===== src/rtl/div_unit_pkg.sv =====
// Shared definitions for the execute-stage divider: FSM states, latency and
// the HI/LO result layout.
package div_unit_pkg;

  typedef enum logic [1:0] {
    IDLE = 2'd0,
    DBZ  = 2'd1,
    RUN  = 2'd2,
    DONE = 2'd3
  } div_state_t;

  localparam int unsigned DIV_CYCLES = 32;

  // HI holds the remainder, LO holds the quotient.
  localparam int unsigned LO_LSB = 0;
  localparam int unsigned LO_MSB = 31;
  localparam int unsigned HI_LSB = 32;
  localparam int unsigned HI_MSB = 63;

endpackage


===== src/rtl/div_unit_if.sv =====
// Handshake/data bundle between the E-stage pipeline (master) and the divider (slave).
interface div_unit_if #(
  parameter int unsigned WIDTH = 32
);

  logic               start_i;
  logic               signed_i;
  logic [WIDTH-1:0]   opa_i;
  logic [WIDTH-1:0]   opb_i;
  logic               annul_i;
  logic               stall_o;
  logic               ready_o;
  logic [2*WIDTH-1:0] result_o;

  modport master (
    output start_i, signed_i, opa_i, opb_i, annul_i,
    input  stall_o, ready_o, result_o
  );

  modport slave (
    input  start_i, signed_i, opa_i, opb_i, annul_i,
    output stall_o, ready_o, result_o
  );

endinterface


===== src/rtl/div_unit.sv =====
// Multi-cycle restoring divider for DIV/DIVU; one quotient bit per cycle,
// result returned as {remainder, quotient} for the HI/LO write path.
module div_unit
  import div_unit_pkg::*;
#(
  parameter int unsigned WIDTH = 32,
  parameter int unsigned CNT_W = 6
) (
  input  logic       clk,
  input  logic       rst,
  div_unit_if.slave  bus
);

  div_state_t         state, state_n;
  logic [CNT_W-1:0]   cnt;
  logic [2*WIDTH:0]   pr;
  logic [WIDTH-1:0]   dvsr;
  logic               q_neg;
  logic               r_neg;
  logic               ready_q;
  logic [2*WIDTH-1:0] result_q;

  logic               load;
  logic               step;
  logic               fin;
  logic               dbz_clr;

  logic [WIDTH-1:0]   abs_a;
  logic [WIDTH-1:0]   abs_b;
  logic [2*WIDTH:0]   sh;
  logic [WIDTH:0]     trial;
  logic [2*WIDTH:0]   pr_step;
  logic [WIDTH-1:0]   q_fix;
  logic [WIDTH-1:0]   r_fix;

  always_comb begin
    abs_a = (bus.signed_i && bus.opa_i[WIDTH-1]) ? ('0 - bus.opa_i) : bus.opa_i;
    abs_b = (bus.signed_i && bus.opb_i[WIDTH-1]) ? ('0 - bus.opb_i) : bus.opb_i;
  end

  // Restoring step: the shift drops the always-zero top bit of the register.
  always_comb begin
    sh    = pr << 1;
    trial = sh[2*WIDTH:WIDTH] - {1'b0, dvsr};
    if (!trial[WIDTH]) begin
      pr_step = {trial, sh[WIDTH-1:1], 1'b1};
    end else begin
      pr_step = {sh[2*WIDTH:1], 1'b0};
    end
    q_fix = q_neg ? ('0 - pr_step[WIDTH-1:0])       : pr_step[WIDTH-1:0];
    r_fix = r_neg ? ('0 - pr_step[2*WIDTH-1:WIDTH]) : pr_step[2*WIDTH-1:WIDTH];
  end

  always_ff @(posedge clk or posedge rst) begin
    if (rst) begin
      state <= IDLE;
    end else begin
      state <= state_n;
    end
  end

  always_comb begin
    state_n = state;
    load    = 1'b0;
    step    = 1'b0;
    fin     = 1'b0;
    dbz_clr = 1'b0;
    if (bus.annul_i) begin
      state_n = IDLE;
    end else begin
      unique case (state)
        IDLE: begin
          if (bus.start_i) begin
            if (bus.opb_i == '0) begin
              state_n = DBZ;
            end else begin
              state_n = RUN;
              load    = 1'b1;
            end
          end
        end
        RUN: begin
          step = 1'b1;
          if (cnt == CNT_W'(WIDTH - 1)) begin
            state_n = DONE;
            fin     = 1'b1;
          end
        end
        DBZ: begin
          state_n = DONE;
          dbz_clr = 1'b1;
        end
        DONE: state_n = IDLE;
        default: state_n = IDLE;
      endcase
    end
  end

  always_ff @(posedge clk or posedge rst) begin
    if (rst) begin
      cnt      <= '0;
      pr       <= '0;
      dvsr     <= '0;
      q_neg    <= 1'b0;
      r_neg    <= 1'b0;
      ready_q  <= 1'b0;
      result_q <= '0;
    end else begin
      ready_q <= (state_n == DONE);
      if (load) begin
        pr    <= {{(WIDTH+1){1'b0}}, abs_a};
        dvsr  <= abs_b;
        q_neg <= bus.signed_i & (bus.opa_i[WIDTH-1] ^ bus.opb_i[WIDTH-1]);
        r_neg <= bus.signed_i & bus.opa_i[WIDTH-1];
        cnt   <= '0;
      end else if (step) begin
        pr  <= pr_step;
        cnt <= cnt + 1'b1;
      end
      if (fin) begin
        result_q <= {r_fix, q_fix};
      end else if (dbz_clr) begin
        result_q <= '0;
      end
    end
  end

  assign bus.stall_o  = bus.start_i & ~ready_q & ~bus.annul_i;
  assign bus.ready_o  = ready_q;
  assign bus.result_o = result_q;

endmodule


===== src/flat_wrapper.sv =====
// flat-port wrapper written by rule: the top's interface ports become plain ports
module div_unit_flat import div_unit_pkg::*;
#(
  parameter int unsigned WIDTH = 32,
  parameter int unsigned CNT_W = 6
)
  (clk, rst, bus_start_i, bus_signed_i, bus_opa_i, bus_opb_i, bus_annul_i, bus_stall_o, bus_ready_o, bus_result_o);
  div_unit_if #(.WIDTH(WIDTH)) bus_i ();
  input  logic clk;
  input  logic rst;
  input wire logic [$bits(bus_i.start_i)-1:0] bus_start_i;
  input wire logic [$bits(bus_i.signed_i)-1:0] bus_signed_i;
  input wire logic [$bits(bus_i.opa_i)-1:0] bus_opa_i;
  input wire logic [$bits(bus_i.opb_i)-1:0] bus_opb_i;
  input wire logic [$bits(bus_i.annul_i)-1:0] bus_annul_i;
  output wire logic [$bits(bus_i.stall_o)-1:0] bus_stall_o;
  output wire logic [$bits(bus_i.ready_o)-1:0] bus_ready_o;
  output wire logic [$bits(bus_i.result_o)-1:0] bus_result_o;
  assign bus_i.start_i = bus_start_i;
  assign bus_i.signed_i = bus_signed_i;
  assign bus_i.opa_i = bus_opa_i;
  assign bus_i.opb_i = bus_opb_i;
  assign bus_i.annul_i = bus_annul_i;
  assign bus_stall_o = bus_i.stall_o;
  assign bus_ready_o = bus_i.ready_o;
  assign bus_result_o = bus_i.result_o;
  div_unit #(.WIDTH(WIDTH), .CNT_W(CNT_W)) u_core (.clk(clk), .rst(rst), .bus(bus_i));
endmodule

===== config.mk =====
export PLATFORM = sky130hd
export DESIGN_NAME = div_unit_flat
export DESIGN_NICKNAME = d
export VERILOG_FILES = /design/src/rtl/div_unit_pkg.sv /design/src/rtl/div_unit_if.sv /design/src/rtl/div_unit.sv /design/src/flat_wrapper.sv
export SDC_FILE = /design/constraint.sdc
export NUM_CORES = 1
export LEC_CHECK = 0
export CAP_MARGIN = 5
export CORE_MARGIN = 3
export CORE_UTILIZATION = 37
export CTS_CLUSTER_SIZE = 8
export DETAILED_ROUTE_END_ITERATION = 10
export PLACE_DENSITY_LB_ADDON = 0.2
export REMOVE_ABC_BUFFERS = 1
export SYNTH_ARGS = -nofsm -noshare
export SYNTH_HDL_FRONTEND = slang
export SYNTH_SLANG_ARGS = --single-unit
export TNS_END_PERCENT = 30

===== constraint.sdc =====
create_clock -name clk -period 7.3 [get_ports clk]
set_input_delay 0.73 -clock clk [delete_from_list [all_inputs] [get_ports clk]]
set_output_delay 0.73 -clock clk [all_outputs]
set_load 0.01 [all_outputs]

Word level (Yosys, flattened, before mapping)
Cells that the tools add are included.

Reduce and logical (&&, ||, !) cells: 6. Equality and inequality tests: 5. Bitwise logic cells: 7. Add/subtract/negate cells: 6. Multiplexer cells: 27.

Operators by type and width (count): two-way mux 64 bit (5); two-way mux 32 bit (4); subtractor 1 x 32 -> 32 bit (first input constant) (4); subtractor 33 x 32 -> 33 bit (1); zero test 32 bit (1); two-way mux 6 bit (2); two-way mux 1 bit (11); two-way mux 2 bit (4); case mux 2 bit (4 select lines) (1); adder 6 x 1 -> 6 bit (second input constant) (1); equality test 2 bit (second input constant) (3); equality test 6 x 5 -> 1 bit (second input constant) (1); bitwise AND 1 bit (4); nonzero test 2 bit (2); equality test 2 x 1 -> 1 bit (second input constant) (1); logical AND 1 bit (2); zero test 2 bit (1); inverter 1 bit (2); XOR 1 bit (1).

Output and inout bits: 66. Register bits: 171. Input port bits: 69. Logic and storage cells: 59.

Longest topological paths before layout
Depth in word-level cells: 6. Mapped depth: 26. Depth with buffers taken out: 23.

Worst setup path before layout
OpenSTA, ideal clock, no wires.

Path kind: reg-to-reg. Start point: register u_core.pr[31]. End point: register u_core.result_q[60], in the netlist u_core.bus.result_o[60]. Cell stages (with the launch flop): 26. Required time: 7173 ps. Slack: 2121 ps. Data arrival time: 5052 ps. Buffers on the path: 3. Clock period less this slack: 5179 ps. Library setup time: 127 ps. Path through: dfrtp_1 > inv_1 > ha_1 > inv_1 > fa_1 > a211oi_2 > o31ai_4 > o2111ai_2 > nand3b_4 > a21o_4 > nand2_8 > buf_2 > buf_2 > buf_2 > a21oi_1 > inv_1 > ha_1 > nor3b_1 > nand2_1 > or3_1 > or4_1 > o41ai_4 > nand3b_4 > o41ai_2 > xnor2_1 > o21ai_1.

Word-level cells in the longest chain between the ends: 5.

RTL lines: start, declared (line div_unit.sv:16) `logic [2*WIDTH:0] pr;`; start signal, assigned (line div_unit.sv:111) `pr <= {{(WIDTH+1){1'b0}}, abs_a};`; start signal, assigned (line div_unit.sv:117) `pr <= pr_step;`; subtractor 33 x 32 -> 33 bit (line div_unit.sv:44) `trial = sh[2*WIDTH:WIDTH] - {1'b0, dvsr};`; two-way mux 64 bit * (line div_unit.sv:45) `if (!trial[WIDTH]) begin`; subtractor 1 x 32 -> 32 bit (line div_unit.sv:51) `r_fix = r_neg ? ('0 - pr_step[2*WIDTH-1:WIDTH]) : pr_step[2*WIDTH-1:WIDTH];`; two-way mux 32 bit * (line div_unit.sv:51); two-way mux 64 bit * (line div_unit.sv:120) `if (fin) begin`; end signal, assigned (line div_unit.sv:121) `result_q <= {r_fix, q_fix};`; end, declared (line div_unit.sv:21) `logic [2*WIDTH-1:0] result_q;`.

Every way passes the cells marked *; elsewhere a longest branch is shown, timed or not. A chain may end at the register's enable or synchronous reset.

Worst setup path after layout
Start point: register u_core.pr[31]. End point: register u_core.result_q[30], in the netlist u_core.bus.result_o[30].

Word-level cells in the longest chain between the ends: 5.

RTL lines: subtractor 33 x 32 -> 33 bit (line div_unit.sv:44); two-way mux 64 bit (line div_unit.sv:45); subtractor 1 x 32 -> 32 bit (line div_unit.sv:50) `q_fix = q_neg ? ('0 - pr_step[WIDTH-1:0]) : pr_step[WIDTH-1:0];`; two-way mux 32 bit (line div_unit.sv:50); two-way mux 64 bit (line div_unit.sv:120).

No other way between the ends.

==> results.json <==
{
  "status": "complete, no violations",
  "synth_top_area_share_pct": 35.1,
  "synth_xor_area_share_pct": 10.8,
  "cts_root_buf": "clkbuf_16",
  "async_flop_share_pct": 100,
  "critPathArrivalTime_ns": 5.80,
  "drt-total-wl_microns": 36100,
  "antenna_left": 0,
  "finalSetupViolCount": 0,
  "synthToLayoutAreaGrowth_pct": 18.7,
  "rrSetupSlack_ns": 1.77,
  "fin_crit_sh_pct": 75.7,
  "wl_per_cell_microns": 18.0,
  "synth_edf_count": 0,
  "vias": 11004,
  "regArea_sq_um": 4280,
  "muxShareOfSynthArea_pct": 4.90,
  "die_x_microns": 188,
  "place.gp.congestion": 0.924,
  "cts_setup_buffers": 0,
  "hold_buffers": 0,
  "synth_top_cells_by_count": "nand2_1 (222), dfrtp_1 (171), o21ai_0 (165), nor2_1 (111), xnor2_1 (82)",
  "drtPass1Iterations": 7,
  "min_period_ns": 5.53,
  "clock_path_buffers": 2,
  "synthCells": 1465,
  "synth_fa_ha_area_share_pct": 4.37,
  "viasPerCell": 5.50,
  "endpoint_kind": "flop",
  "cts.htree.levels": 4,
  "synth_top_cell_by_area": "dfrtp_1",
  "grt_max_degree": 127,
  "dr.first_iter.drc_count": 840,
  "insertion_delay_ns": 0.45,
  "rsz0062_at_grt": "false",
  "nFillCells": 3235,
  "ys_seq_elements": 171,
  "fmaxAchievable_ghz": 0.181,
  "synth_top_family_by_area": "compound AO/OA/AOI/OAI gates",
  "clk_pin_slew_ns": 0.07,
  "drv_slew": 0,
  "r2r_start": "u_core.pr[31]",
  "grt.overflow.total": 0,
  "fp.coreArea_sq_um": 32000,
  "cts.sinks": 171,
  "io_pins": 135,
  "relSlewSlack_pct": 21.6,
  "leakagePower_uw": 0.00581,
  "antennaDiodeCount": 0,
  "synth_area_per_cell_sq_um": 8.33,
  "track_usage_pct": 20.3,
  "hold_start": "u_core.bus.result_o[19]",
  "synthSimpleGateAreaFrac_pct": 19.4,
  "multiInputGateArea_sq_um": 7440,
  "postLayoutCoreUtil_pct": 45.2,
  "numCtsBuffers": 17,
  "start_util_pct": 38.1,
  "synth_compound_area_share_pct": 21.2,
  "core.rowCount": 65,
  "drv_cap": 0,
  "powerDensity_nw_per_um2": 519,
  "crit_path_start_kind": "flop",
  "grt_pass1_vias": 10498,
  "yosysUniqueCellTypes": 81,
  "cts_tree": "built",
  "drive_above_1_share_pct": 4.98,
  "die_h_microns": 188,
  "die-area_sq_um": 35200,
  "setup_tns_ns": 0,
  "synth.most_common_cell": "nand2_1",
  "hold_path.class": "reg -> reg",
  "synthTopCellsByArea": "dfrtp_1 (35%), nand2_1 (6.8%), o21ai_0 (6.8%)",
  "dpl-instance-area_sq_um": 13900,
  "fin_skew_ns": 0.0194,
  "crit_start": "u_core.pr[31]",
  "hpwl_microns": 26900,
  "stdcell_area_sq_um": 14500,
  "synthFlopType": "dfrtp_1",
  "port_buffers": 134,
  "synth_area_sq_um": 12200,
  "cts.repair.resized": 0,
  "worst_pin_slew_ns": 1.18,
  "peakVddDrop_mv": 0.373,
  "path_max_fanout": 46,
  "drc_errors": 0,
  "grt_first_pass_wirelength_microns": 57900,
  "finalHoldViolCount": 0,
  "antenna_found_initial": 1,
  "setup.worst_path.class": "reg -> reg",
  "required_ns": 7.57,
  "ys_seq_area_share_pct": 35.1,
  "ys.warnings.count": 0,
  "fin_nets": 1663
}
-- logic make-up after synthesis --
| group | after synthesis |
|---|---|
| adders and majority gates | 42 |
| DFF | 171 |
| muxes | 59 |
| xor gates and xnor gates | 151 |
| AOI/OAI and AO/OA | 406 |
| buffers and inverters | 131 |
| and+or+nand+nor | 505 |
-- sequential cells by signal (all words and copies together), names as in the netlist --
name and flops:
u_core.r_neg 1, u_core.pr 64, u_core.state 2, u_core.dvsr 32, u_core.bus.ready_o 1, u_core.q_neg 1
u_core.bus.result_o 64, u_core.cnt 6
-- critical path: stages, from the launching register on --
cell       delay (ns)
dfrtp_1          0.39
inv_1            0.08
ha_1             0.16
inv_1            0.07
fa_1             0.42
a211oi_2         0.31
o31ai_4          0.16
o2111ai_2        0.25
nand3b_4         0.17
a31oi_4          0.36
nand2_8          0.31
inv_6            0.35
ha_1             0.27
nand2_1          0.10
or2_2            0.34
or3_1            0.43
nand2b_1         0.22
o41ai_1          0.58
nand2_1          0.13
xnor2_1          0.16
o21ai_0          0.08
-- where the power goes --
group,total (uW),internal [uW],leakage (uW),switching [uW]
registers,1530,1200,0.00225,331
logic,5050,1830,0.00327,3220
clock network,942,522,0.000294,420
-- stage by stage --
stage | std cells | hold WS (ns) | setup slack [ns] | power, uW
6_report | 2000 | 0.480 | 1.77 | 7520
5_1_grt | 2000 | 0.500 | 1.32 | 8150
4_1_cts | 2000 | 0.486 | 1.78 | 7510
3_5_place_dp | 1968 | 0.470 | 1.83 | 6530
3_3_place_gp | 1968 | 0.465 | 1.91 | 6510
2_1_floorplan | 1391 | 0.488 | -5.92 | 5250
-- path summary, 6_finish.rpt --
kind / depth (start not counted) / to
worst max register to register: 20 / u_core.bus.result_o[30]
worst min-delay path: 2 / u_core.bus.result_o[19]
worst min register to register: 2 / u_core.bus.result_o[19]
worst max-delay path: 20 / u_core.bus.result_o[30]
max in group asynchronous: 3 / u_core.bus.result_o[51]
min in group asynchronous: 2 / u_core.bus.ready_o
-- layout by cell type, fill, tap and decap left out, drive strengths merged, types with 5 or more instances in the layout --
master and n:
nand2 223, o21ai 189, dfrtp 171, clkdlybuf4s50 134, nor2 112, xnor2 82, a21oi 72, xor2 69
inv 61, mux2i 56, ha 41, nor3 31, a211oi 31, o31ai 31, nand3 23, nor4 19
o41ai 19, clkbuf 18, nand4 17, nand2b 14, or4 14, or3 12, buf 8, a21o 8
and2 8, and3 7, a31oi 7, clkinv 7, o21bai 6, or2 6, nand3b 6, o211ai 5
o2111ai 5
-- per-layer routing --
metal | vias to the layer above | part of all wire, % | wire [microns] | track usage, %
met4 | 2 | 1.5 | 543 | 4.96
met1 | 5302 | 48 | 17300 | 29.2
li1 | 5377 | - | - | -
met5 | - | 0.036 | 13 | 0
met2 | 284 | 46 | 16600 | 32.2
met3 | 39 | 4.6 | 1650 | 3.03
-- final cells by class --
| type | instances | share of cell area [%] |
|---|---|---|
| sequential | 171 | 29.5 |
| clock buffer | 18 | 3.03 |
| multi-input combinational | 1163 | 51.3 |
| tap | 435 | 3.76 |
| clock inverter | 14 | 1.12 |
| inverter | 57 | 1.55 |
| timing repair buffer | 142 | 9.67 |
Power figures use the tool's default switching activity.
